--- config.mk ---
export PLATFORM = sky130hd
export DESIGN_NAME = tx_sequencer
export DESIGN_NICKNAME = d
export VERILOG_FILES = /design/src/rtl/tx_sequencer.sv
export SDC_FILE = /design/constraint.sdc
export NUM_CORES = 1
export LEC_CHECK = 0
export ABC_AREA = 0
export BUFFER_PORTS_ARGS = -buffer_cell sky130_fd_sc_hd__buf_2
export CAP_MARGIN = 20
export CORE_ASPECT_RATIO = 0.8
export CORE_MARGIN = 1.5
export CORE_UTILIZATION = 40
export DETAILED_ROUTE_END_ITERATION = 8
export SYNTH_ARGS = -nofsm -noshare
export SYNTH_HDL_FRONTEND = slang
export SYNTH_SLANG_ARGS = --single-unit
--- constraint.sdc ---
create_clock -name clk -period 5.4 [get_ports clk]
set_input_delay 0.54 -clock clk [delete_from_list [all_inputs] [get_ports clk]]
set_output_delay 0.54 -clock clk [all_outputs]
set_load 0.01 [all_outputs]
--- src/rtl/tx_sequencer.sv ---
// tx_sequencer: paces the serial transmit datapath through init, repeated send frames and an idle gap.
module tx_sequencer #(
    parameter int MSG_W      = 5,
    parameter int PL_W       = 3,
    parameter int BIT_CYCLES = 16,
    parameter int GAP_CYCLES = 8
) (
    input  logic             clk,
    input  logic             rst,
    input  logic             req,
    input  logic [MSG_W-1:0] req_msg,
    input  logic             req_mode,
    input  logic [PL_W-1:0]  req_pl,
    input  logic             abort,
    output logic             ack,
    output logic             busy,
    output logic             done,
    output logic             aborted,
    output logic             dp_init,
    output logic             dp_send,
    output logic [MSG_W-1:0] dp_msg,
    output logic             dp_mode,
    output logic [PL_W-1:0]  dp_pl,
    output logic             bit_tick,
    output logic [2:0]       bit_idx
);
    localparam int CW = $clog2((BIT_CYCLES > GAP_CYCLES ? BIT_CYCLES : GAP_CYCLES) + 1);
    localparam logic [CW-1:0] CLAST = CW'(BIT_CYCLES - 1);
    localparam logic [CW-1:0] GLAST = CW'(GAP_CYCLES - 1);
    localparam logic [2:0]    BLAST = 3'(MSG_W - 1);

    typedef enum logic [1:0] {IDLE, INIT, SEND, GAP} state_t;

    state_t state, state_n;
    logic [CW-1:0] cyc, cyc_n;
    logic [2:0] bit_n;
    logic [PL_W-1:0] rep, rep_n;
    logic ab, ab_n;
    logic accept, ack_n, init_n, send_n, busy_n, done_n, abd_n, tick_n;

    assign accept = (state == IDLE) && req;

    always_ff @(posedge clk or negedge rst) begin
        if (!rst) begin
            state    <= IDLE;
            cyc      <= '0;
            bit_idx  <= '0;
            rep      <= '0;
            ab       <= 1'b0;
            ack      <= 1'b0;
            dp_init  <= 1'b0;
            dp_send  <= 1'b0;
            busy     <= 1'b0;
            done     <= 1'b0;
            aborted  <= 1'b0;
            bit_tick <= 1'b0;
            dp_msg   <= '0;
            dp_mode  <= 1'b0;
            dp_pl    <= '0;
        end else begin
            state    <= state_n;
            cyc      <= cyc_n;
            bit_idx  <= bit_n;
            rep      <= rep_n;
            ab       <= ab_n;
            ack      <= ack_n;
            dp_init  <= init_n;
            dp_send  <= send_n;
            busy     <= busy_n;
            done     <= done_n;
            aborted  <= abd_n;
            bit_tick <= tick_n;
            if (accept) begin
                dp_msg  <= req_msg;
                dp_mode <= req_mode;
                dp_pl   <= req_pl;
            end
        end
    end

    // cyc times bit periods in SEND and is reused as the gap counter in GAP
    always_comb begin
        state_n = state;
        cyc_n   = cyc;
        bit_n   = bit_idx;
        rep_n   = rep;
        ab_n    = ab;
        case (state)
            IDLE: if (req) begin
                state_n = INIT;
                ab_n    = 1'b0;
            end
            INIT: begin
                cyc_n   = '0;
                bit_n   = '0;
                rep_n   = '0;
                state_n = abort ? GAP : SEND;
                ab_n    = abort;
            end
            SEND: if (abort) begin
                state_n = GAP;
                ab_n    = 1'b1;
                cyc_n   = '0;
            end else if (cyc == CLAST) begin
                cyc_n = '0;
                bit_n = (bit_idx == BLAST) ? 3'd0 : 3'(bit_idx + 3'd1);
                if (bit_idx == BLAST) begin
                    rep_n = PL_W'(rep + 1'b1);
                    if (rep == dp_pl) state_n = GAP;
                end
            end else begin
                cyc_n = CW'(cyc + 1'b1);
            end
            GAP: if (cyc == GLAST) state_n = IDLE;
                 else cyc_n = CW'(cyc + 1'b1);
            default: state_n = IDLE;
        endcase
    end

    always_comb begin
        ack_n  = accept;
        init_n = accept;
        send_n = state_n == SEND;
        busy_n = state_n != IDLE;
        done_n = (state == GAP) && (state_n == IDLE);
        abd_n  = done_n && ab;
        tick_n = (state_n == SEND) && (cyc_n == CLAST);
    end
endmodule

==> results.yml <==
cells_and_area:
  drive_gt1_share_pct: 30.0
  multiInputGateArea_sq_um: 728
  stdcell_count: 222
  area_growth_syn_to_layout_pct: 16.9
  nFillCells: 321
  final_cell_area_sq_um: 1800
  n_antenna_cell: 0
  seqCellArea_sq_um: 726
  nets: 204
critical_path:
  r2r_start: "cyc[0]"
  crit_path_top_delay_cell: "nor4_1"
  critPathTopFamily: "simple AND/OR/NAND/NOR gates"
  crit_required_ps: 5570
  cp-start-kind: "flop"
  cp_common_cell: "ha_1"
  path_cells: "ha_1 -> and3_1 -> ha_1 -> nand4_1 -> nor4_1 -> o31ai_1 -> or3b_1 -> a2111oi_2"
  reg2reg_depth: 8
  critPathKind: "flop to flop"
  crit_buf_inv: 0
  max_stage_delay_ps: 460
  reg2reg_slack_ps: 2720
  r2r_end: "bit_tick"
  critPathArrivalTime_ps: 2850
  endpoint_kind: "flop"
  path_max_fanout: 5
timing:
  finalHoldViolations: 0
  final_min_period_over_clock_period_pct: 49.7
  fin_tns_setup_ps: 0
  rsz0062_at_grt: "no"
  setup-violations-final: 0
  slew_violations: 0
  whs_ps: 285
  fin_crit_ps: 2680
  tightest_slew_ps: 633
  max_freq_ghz: 0.373
  finClkSkew_ps: 1.75
  relSlewSlack_pct: 57.8
die:
  die_height_um: 58.4
  dieArea_sq_um: 4220
  die_w_um: 72.3
  core_area_sq_um: 3540
  io_pins: 32
  rows: 19
  initial_utilization_pct: 43.4
global_routing:
  track_usage_pct: 16.5
  grt_start_max_net_pins: 30
  grt_pass1_vias: 1116
  grt_pass1_wl_mm: 5.16
  gr-total-overflow: 0
  antenna_found_initial: 0
synthesis:
  ys_seq_area_share_pct: 47.2
  netlist_instances: 145
  yosys-top-cells-count: "dfrtp_1, nor2_1, inv_1, nand2_1, ha_1"
  yosys_warnings: 0
  synth_top_cell_by_area: "dfrtp_1"
  avgSynthCellArea_sq_um: 10.6
  netlist_top_cells_area: "dfrtp_1, ha_1, mux2_2"
  synth_top_area_share_pct: 47.2
  synth_edf_count: 0
  synth_most_common_cell: "dfrtp_1"
  async_reset_ff_share_pct: 100
  synth_cell_types: 38
  syn-cell-area_sq_um: 1540
  ys_ff_latch: 29
  syn_nets: 170
  synth_ff_type: "dfrtp_1"
route:
  post_drt_wl_per_cell_um: 13.8
  first_iter_violations: 124
  via_count: 1165
  ant_nets: 0
  drc_errors: 0
  viasPerCell: 5.25
  dr.pass1.iters: 5
  wirelength_mm: 3.07
flow_run:
  cap_violations: 0
clock_network:
  clkLatencyLatePin_ps: 270
  cts_tree: "done"
  numCtsBuffers: 5
  cts_root_buf: "clkbuf_8"
  clk_pin_slew_ps: 60
  postCtsSetupBuffers: 0
  ctsResizeCount: 0
  cts.sinks: 29
  clockBufferDepth: 2
  cts_hold_buffers: 0
  ctsHtreeMaxLevel: 2
placed_design:
  dpl_cell_area_sq_um: 1710
  dp.cells: 214
  finalWeightedCongestion: 0.848
  numPortBuffers: 31
  place_hpwl_mm: 2.32
pwr:
  irDropWorstVdd_mv: 0.332
  finalPower_w: 0.000897
  leakage_nw: 0.918
  p_per_area_nw_per_um2: 499
worst_hold_path:
  hold_class: "input port to asynchronous set/reset pin"
run_status:
  status: "finished clean"
==> cells in the final DEF, fill, tap and decap left out, types with 3 or more instances in the layout <==
cell,instances
dfrtp_1,29
ha_1,12
nand3_1,3
a21oi_1,5
buf_2,31
nand2_1,13
o21ai_0,8
clkbuf_8,5
xor2_1,4
mux2_2,10
nor2_1,14
inv_1,13
==> kinds of logic (layout without fill, tap and decap cells) <==
logic type	Yosys count	in the layout	synth area share, %
adder cells (fa/ha/maj)	12	12	9.77
buffers and inverters	18	53	5.37
XOR/XNOR	4	4	2.28
flip-flops	29	29	47.2
AO/OA/AOI/OAI	26	26	12.1
AND/OR/NAND/NOR	44	44	14.7
multiplexers	12	12	8.63
==> worst max-delay path by stage <==
stage                      start        to  slack, ps  cells past startpoint
after floorplan           cyc[0]  bit_tick       3080                      8
after global placement    cyc[0]  bit_tick       2900                      8
after detailed placement  cyc[0]  bit_tick       2760                      8
after CTS                 cyc[0]  bit_tick       2740                      8
after global routing      cyc[0]  bit_tick       2500                      8
final                     cyc[0]  bit_tick       2720                      8
==> layer usage <==
| layer | track usage, % | share of wire (%) | up-vias |
|---|---|---|---|
| met4 | 8.63 | 1.4 | 0 |
| met5 | 0 | 0 | - |
| li1 | - | - | 568 |
| met2 | 24.2 | 45 | 35 |
| met1 | 21.8 | 48 | 558 |
| met3 | 5.82 | 5.3 | 4 |
==> per-stage QoR <==
stage	setup slack, ps	utilization (%)
2_1_floorplan	3080	-
3_3_place_gp	2900	48.4
3_5_place_dp	2760	48.4
4_1_cts	2740	50.7
5_1_grt	2500	50.7
6_report	2720	50.7
==> where the power goes <==
part	internal, W	switching [W]	leakage (nW)
Combinational	0.000167	0.000225	0.500
Sequential	0.000288	0.0000489	0.372
Clock	0.0000890	0.0000791	0.0450
==> final cells by class <==
type | instances | share of cell area [%]
Multi-Input combinational cell | 98 | 40.5
Inverter | 14 | 2.92
Sequential cell | 29 | 40.4
Tap cell | 42 | 2.92
Clock buffer | 6 | 4.04
Clock inverter | 2 | 0.557
Timing Repair Buffer | 31 | 8.64
==> flip-flops by register name, indices dropped and copies added, names as in the netlist <==
signal,cells
dp_pl,3
done,1
busy,1
ab,1
bit_idx,3
bit_tick,1
dp_send,1
state,2
dp_msg,5
cyc,5
aborted,1
dp_init,1
dp_mode,1
rep,3
Note: power is estimated with default switching activity, not from simulation.
